### src/rtl/controle_multiciclo.sv
// -----------------------------------------------------------------------------
// controle_multiciclo
// Multi-cycle control unit for the accumulator CPU. It steps each instruction
// through START/FETCH/DECODE/EXEC/MEM/WB and drives the datapath strobes.
// A memory timeout or a HLT opcode stops the FSM in HALT, and only rst
// releases it.
//
// Optional feature: define CONTROLE_ILLEGAL_TRAP_EN to make illegal opcodes
// halt with illegal_op=1. Without it, an illegal opcode retires as a NOP and
// illegal_op is tied to 0.
//
// Parameters:
//   OPCODE_W    opcode width (>=4). Any nonzero bit above [3:0] is illegal.
//   ALUOP_W     alu_op width (>=3). Codes are zero-extended.
//   MEM_TIMEOUT max wait cycles for mem_ready in FETCH/MEM. 0 = no timeout.
//
// Ports:
//   clk, rst                 clock (rising edge), async active-high reset
//   opcode                   from IR, stable from DECODE until back in FETCH
//   zero_flag, eq_flag       branch conditions for JMP / BEQ
//   mem_ready                memory completes the current request this cycle
//   mem_req, mem_we          memory request / write request
//   mem_addr_sel, store_sel  address mux (0=PC, 1=operand), store data (0=A, 1=B)
//   ir_write, pc_write       latch instruction / update PC
//   pc_src                   0=PC+1, 1=branch target
//   load_a, load_b           accumulator / B register load
//   use_imm                  ALU B input takes the immediate
//   alu_op                   ADD=0, SUB=1, AND=2, OR=3, PASS_IMM=4
//   write_back_mem           write the ALU result
//   instr_done               one-cycle retire pulse
//   halted, bus_err          in HALT / halt caused by memory timeout
//   illegal_op               halt caused by illegal opcode (feature only)
//   state_dbg                START=0 FETCH=1 DECODE=2 EXEC=3 MEM=4 WB=5 HALT=6
//
// Memory handshake: mem_req is a Moore output. It is high for every cycle the
// FSM sits in FETCH or MEM. The request completes in the first cycle where
// mem_req and mem_ready are both high. mem_ready is ignored in all other states.
// -----------------------------------------------------------------------------
module controle_multiciclo #(
  parameter int OPCODE_W    = 4,
  parameter int ALUOP_W     = 3,
  parameter int MEM_TIMEOUT = 16
) (
  input  logic                clk,
  input  logic                rst,
  input  logic [OPCODE_W-1:0] opcode,
  input  logic                zero_flag,
  input  logic                eq_flag,
  input  logic                mem_ready,
  output logic                mem_req,
  output logic                mem_we,
  output logic                mem_addr_sel,
  output logic                store_sel,
  output logic                ir_write,
  output logic                pc_write,
  output logic                pc_src,
  output logic                load_a,
  output logic                load_b,
  output logic                use_imm,
  output logic [ALUOP_W-1:0]  alu_op,
  output logic                write_back_mem,
  output logic                instr_done,
  output logic                halted,
  output logic                bus_err,
  output logic                illegal_op,
  output logic [2:0]          state_dbg
);

  typedef enum logic [2:0] {
    S_START  = 3'd0,
    S_FETCH  = 3'd1,
    S_DECODE = 3'd2,
    S_EXEC   = 3'd3,
    S_MEM    = 3'd4,
    S_WB     = 3'd5,
    S_HALT   = 3'd6
  } state_t;

  typedef enum logic [3:0] {
    I_ADD, I_SUB, I_AND, I_OR,
    I_LDA, I_STA, I_LDB, I_STB,
    I_LDC, I_JMP, I_BEQ,
    I_NOP, I_HLT, I_ILL
  } instr_t;

  // The counter only has to reach MEM_TIMEOUT-1. The wait that would make it
  // reach MEM_TIMEOUT goes straight to HALT instead.
  localparam int CNT_W = (MEM_TIMEOUT > 1) ? $clog2(MEM_TIMEOUT) : 1;
  localparam int LIMIT = (MEM_TIMEOUT > 0) ? MEM_TIMEOUT - 1 : 0;

  state_t           state;
  instr_t           instr;
  logic [CNT_W-1:0] waitCnt;
  logic [2:0]       aluCode;
  logic             busErr;
  logic             timeoutHit;

  // Opcode classification. Upper bits above [3:0] must be zero.
  always_comb begin
    instr = I_ILL;
    if ((opcode >> 4) == '0) begin
      case (opcode[3:0])
        4'b0000: instr = I_ADD;
        4'b0001: instr = I_SUB;
        4'b0010: instr = I_LDA;
        4'b0011: instr = I_STA;
        4'b0100: instr = I_LDB;
        4'b0101: instr = I_STB;
        4'b0110: instr = I_LDC;
        4'b0111: instr = I_JMP;
        4'b1000: instr = I_AND;
        4'b1001: instr = I_OR;
        4'b1010: instr = I_BEQ;
        4'b1011: instr = I_NOP;
        4'b1111: instr = I_HLT;
        default: instr = I_ILL;
      endcase
    end
  end

  always_comb begin
    aluCode = 3'd0;
    case (instr)
      I_SUB:   aluCode = 3'd1;
      I_AND:   aluCode = 3'd2;
      I_OR:    aluCode = 3'd3;
      I_LDC:   aluCode = 3'd4;
      default: aluCode = 3'd0;
    endcase
  end

  // This is the last allowed wait. Seeing no mem_ready now means timeout.
  assign timeoutHit = (MEM_TIMEOUT != 0) && (waitCnt == CNT_W'(LIMIT));

`ifdef CONTROLE_ILLEGAL_TRAP_EN
  logic illegalOp;
`endif

  always_ff @(posedge clk or posedge rst) begin
    if (rst) begin
      state   <= S_START;
      waitCnt <= '0;
      busErr  <= 1'b0;
`ifdef CONTROLE_ILLEGAL_TRAP_EN
      illegalOp <= 1'b0;
`endif
    end else begin
      // The counter only keeps counting while a memory request waits.
      // Any other path clears it, so it is zero on every entry to FETCH/MEM.
      waitCnt <= '0;
      case (state)
        S_START: state <= S_FETCH;
        S_FETCH, S_MEM: begin
          if (mem_ready) begin
            state <= (state == S_FETCH) ? S_DECODE : S_FETCH;
          end else if (timeoutHit) begin
            state  <= S_HALT;
            busErr <= 1'b1;
          end else begin
            waitCnt <= waitCnt + CNT_W'(1);
          end
        end
        S_DECODE: begin
          case (instr)
            I_ADD, I_SUB, I_AND, I_OR,
            I_LDC, I_JMP, I_BEQ:          state <= S_EXEC;
            I_LDA, I_STA, I_LDB, I_STB:   state <= S_MEM;
            I_HLT:                        state <= S_HALT;
            I_ILL: begin
`ifdef CONTROLE_ILLEGAL_TRAP_EN
              state     <= S_HALT;
              illegalOp <= 1'b1;
`else
              state     <= S_FETCH;
`endif
            end
            default:                      state <= S_FETCH;
          endcase
        end
        S_EXEC: begin
          if (instr == I_ADD || instr == I_SUB || instr == I_AND || instr == I_OR)
            state <= S_WB;
          else
            state <= S_FETCH;
        end
        S_WB:    state <= S_FETCH;
        S_HALT:  state <= S_HALT;
        default: state <= S_START;
      endcase
    end
  end

  // Moore strobes depend on state only. alu_op also follows the opcode,
  // which is stable from DECODE onward. Mealy strobes also need mem_ready
  // or a branch flag.
  always_comb begin
    mem_req        = 1'b0;
    mem_we         = 1'b0;
    mem_addr_sel   = 1'b0;
    store_sel      = 1'b0;
    ir_write       = 1'b0;
    pc_write       = 1'b0;
    pc_src         = 1'b0;
    load_a         = 1'b0;
    load_b         = 1'b0;
    use_imm        = 1'b0;
    alu_op         = '0;
    write_back_mem = 1'b0;
    instr_done     = 1'b0;
    halted         = 1'b0;
    case (state)
      S_FETCH: begin
        mem_req = 1'b1;
        if (mem_ready) begin
          ir_write = 1'b1;
          pc_write = 1'b1;
        end
      end
      S_DECODE: begin
`ifdef CONTROLE_ILLEGAL_TRAP_EN
        instr_done = (instr == I_NOP);
`else
        instr_done = (instr == I_NOP) || (instr == I_ILL);
`endif
      end
      S_EXEC: begin
        alu_op = ALUOP_W'(aluCode);
        case (instr)
          I_LDC: begin
            use_imm    = 1'b1;
            load_a     = 1'b1;
            instr_done = 1'b1;
          end
          I_JMP: begin
            pc_write   = zero_flag;
            pc_src     = zero_flag;
            instr_done = 1'b1;
          end
          I_BEQ: begin
            pc_write   = eq_flag;
            pc_src     = eq_flag;
            instr_done = 1'b1;
          end
          default: ;
        endcase
      end
      S_WB: begin
        alu_op         = ALUOP_W'(aluCode);
        write_back_mem = 1'b1;
        instr_done     = 1'b1;
      end
      S_MEM: begin
        mem_req      = 1'b1;
        mem_addr_sel = 1'b1;
        mem_we       = (instr == I_STA) || (instr == I_STB);
        store_sel    = (instr == I_STB);
        if (mem_ready) begin
          load_a     = (instr == I_LDA);
          load_b     = (instr == I_LDB);
          instr_done = 1'b1;
        end
      end
      S_HALT:  halted = 1'b1;
      default: ;
    endcase
  end

  assign bus_err   = busErr;
  assign state_dbg = state;
`ifdef CONTROLE_ILLEGAL_TRAP_EN
  assign illegal_op = illegalOp;
`else
  assign illegal_op = 1'b0;
`endif

endmodule

### config.mk
export PLATFORM = sky130hd
export DESIGN_NAME = controle_multiciclo
export DESIGN_NICKNAME = d
export VERILOG_FILES = /design/src/rtl/controle_multiciclo.sv
export SDC_FILE = /design/constraint.sdc
export NUM_CORES = 1
export LEC_CHECK = 0
export CORE_UTILIZATION = 32
export CTS_CLUSTER_SIZE = 25
export DETAILED_ROUTE_END_ITERATION = 10
export GPL_TIMING_DRIVEN = 1
export PLACE_DENSITY = 0.71
export SLEW_MARGIN = 10
export SYNTH_ARGS = -nofsm -noshare
export SYNTH_HDL_FRONTEND = slang
export SYNTH_SLANG_ARGS = --single-unit
### constraint.sdc
create_clock -name clk -period 2.2 [get_ports clk]
set_input_delay 0.22 -clock clk [delete_from_list [all_inputs] [get_ports clk]]
set_output_delay 0.22 -clock clk [all_outputs]
set_load 0.01 [all_outputs]
==> results.json <==
{
  "core_region_area_sq_mm": 0.00250,
  "setup_viol": 0,
  "finClkSkew_ns": 0.00368,
  "ys_ff_latch": 8,
  "fin_crit_ns": 2.06,
  "postLayoutCellArea_sq_mm": 0.00135,
  "antennaDiodeCount": 0,
  "wl_per_cell_um": 12.8,
  "seqCellArea_sq_um": 200,
  "ctsHtreeMaxLevel": 1,
  "min_path_type": "input port to asynchronous set/reset pin",
  "min_period_over_period_pct": 93.5,
  "overflow": 0,
  "reg2reg_from": "waitCnt[0]",
  "synth_top_family_by_area": "simple AND/OR/NAND/NOR gates",
  "drt-total-wl_um": 2400,
  "synth-seq-area-share_pct": 23.4,
  "dpl_cell_area_sq_mm": 0.00131,
  "synthArstFlopShare_pct": 100,
  "drt_iter0_drc": 27,
  "grtUsageTotal_pct": 18.3,
  "fillers": 235,
  "dr.pass1.iters": 4,
  "slew_violations": 0,
  "rows": 18,
  "io_buffers": 28,
  "hold_viol_final": 0,
  "rrSetupSlack_ns": 0.66,
  "routed-wl-met2_um": 1230,
  "initial_core_util_pct": 34.2,
  "root_buffer": "clkbuf_4",
  "start_kind": "input port",
  "synthTopCellsByArea": "dfrtp_1 23%, ha_1 7.3%, nor2_1 6.6%",
  "reg2reg_depth": 5,
  "syn_inst": 110,
  "die_w_um": 53.7,
  "dieArea_sq_mm": 0.00289,
  "cts_sinks": 8,
  "cts-buffers-inserted": 3,
  "grt_pass1_wl_um": 3910,
  "setup_ws_ns": 0.144,
  "crit_fanout": 8,
  "clk_path_buf_depth": 2,
  "ys_types": 44,
  "multi_input_area_sq_um": 632,
  "fmax_ghz": 0.486,
  "synthSimpleGateAreaFrac_pct": 33.9,
  "final_antenna_net_count": 0,
  "gp_congestion": 0.881,
  "worst-setup-path-type": "input port to output pin",
  "area_delta_synth_final_pct": 57.6,
  "place_ws_ns": -0.512,
  "drv_cap": 0,
  "cts_tree": "yes",
  "grt_max_degree": 13,
  "r2r-end": "state_dbg[1]",
  "yosys.area.top_type_share_pct": 23.4,
  "synthXorXnorAreaFrac_pct": 4.09,
  "syn-cell-area_sq_um": 856,
  "vias": 972,
  "routed-wl-met3_um": 60,
  "drc": 0,
  "synth_area_per_cell_sq_um": 7.78,
  "m1WireLength_um": 1040,
  "synthAdderAreaFrac_pct": 7.31,
  "peakVddDrop_mv": 0.465,
  "cp.arrival_ns": 1.84,
  "synth-compound-area-share_pct": 24.0,
  "power_density_mw_per_mm2": 639,
  "yosys_warnings": 0,
  "antenna_found_initial": 0,
  "p_leak_nw": 0.627,
  "vias_per_cell": 5.20,
  "yosysMostFrequentCell": "nor2_1",
  "synthMuxAreaShare_pct": 0,
  "grt_pass1_vias": 939,
  "dp_hpwl_um": 2030,
  "top_layer": "met4",
  "synth_edf_count": 0,
  "io_pins": 30,
  "nets": 173,
  "yosys.area.top_type": "dfrtp_1",
  "syn_nets": 124,
  "clk_pin_slew_ns": 0.05,
  "status": "finished clean",
  "dieHeight_um": 53.7,
  "clk_latency_ns": 0.25,
  "end_kind": "output pin",
  "final_util_pct": 54.0,
  "cp_data_required_time_ns": 1.98,
  "synth_common_cells": "15 x nor2_1, 8 x dfrtp_1, 7 x nand2b_1, 6 x o21ai_0",
  "drive_gt1_share_pct": 33.8,
  "ys.flop_type": "dfrtp_1",
  "cts_hold_buf": 0,
  "rsz0062_at_grt": "no",
  "postCtsSetupBuffers": 0
}
## metal layers
metal  GRT usage (%)  vias up
li1                -      483
met1            20.8      454
met4            9.65        0
met2            34.0       25
met3           0.847       10
met5               0        -
## cells in the final DEF, fill, tap and decap left out, types with 2 or more instances in the layout
master           count
clkbuf_4             3
dlygate4sd2_1        3
inv_2                3
a21oi_2              2
xor2_1               2
buf_4               22
and3_1               5
ha_1                 3
nand2_1              4
inv_1                3
nor3_1               3
nand2b_1             7
a22oi_1              2
dfrtp_1              8
o211ai_1             2
nand3_1              4
o21ai_0              6
a31o_1               2
a21oi_1              3
nor3b_1              2
nor2_1              13
buf_2                5
clkdlybuf4s50_1     16
clkdlybuf4s15_2      3
a22o_1               2
nor2_2               2
xnor2_1              2
## cell families after synthesis
logic type	Yosys count
DFF	8
xor gates and xnor gates	4
and+or+nand+nor	51
AOI/OAI and AO/OA	28
other	1
buffers and inverters	13
adders and majority gates	5
## what timing repair did
| action | in CTS | in global routing |
|---|---|---|
| endpoints found under the setup margin | 11 | 2 |
| pin swaps | 4 | 0 |
| gates resized for setup | 42 | 2 |
## metrics by stage
step	hold slack, ns	total power [W]	cells	setup TNS [ns]
floorplan	0.0357	0.000516	110	0
global placement	0.446	0.000755	184	-3.76
detailed placement	0.470	0.000764	184	-4.27
CTS	0.224	0.000869	187	0
global route	0.256	0.000933	187	0
finish	0.215	0.000862	187	0
## final cells by class
class	instances	share of cell area, %
Multi-Input combinational cell	89	46.8
Timing Repair Buffer	51	32.2
Clock buffer	3	1.67
Tap cell	30	2.78
Inverter	6	1.67
Sequential cell	8	14.8
## flip-flops by register name, summed over array words and instances (netlist names)
register   cells
waitCnt        4
state_dbg      3
bus_err        1
## worst max path at each step
stage | startpoint | end | slack (ns) | cells after the start
3_3_place_gp | opcode[1] | store_sel | -0.47 | 8
4_1_cts | opcode[3] | alu_op[0] | 0.03 | 7
6_report | opcode[2] | load_b | 0.14 | 7
2_1_floorplan | opcode[1] | store_sel | 0.47 | 6
5_1_grt | opcode[1] | alu_op[1] | 0.03 | 9
3_5_place_dp | opcode[1] | store_sel | -0.51 | 8
## critical path, stage by stage
cell             delay, ns
dlygate4sd2_1         0.26
buf_4                 0.17
ha_1                  0.19
or3b_4                0.39
a211oi_2              0.21
and3_1                0.18
clkdlybuf4s15_2       0.22
## power by group
part / total, W / switching (W) / internal, W
sequential: 0.000245 / 0.0000640 / 0.000181
combinational: 0.000510 / 0.000243 / 0.000267
clock: 0.000107 / 0.0000452 / 0.0000621
Note: power is estimated with default switching activity, not from simulation.
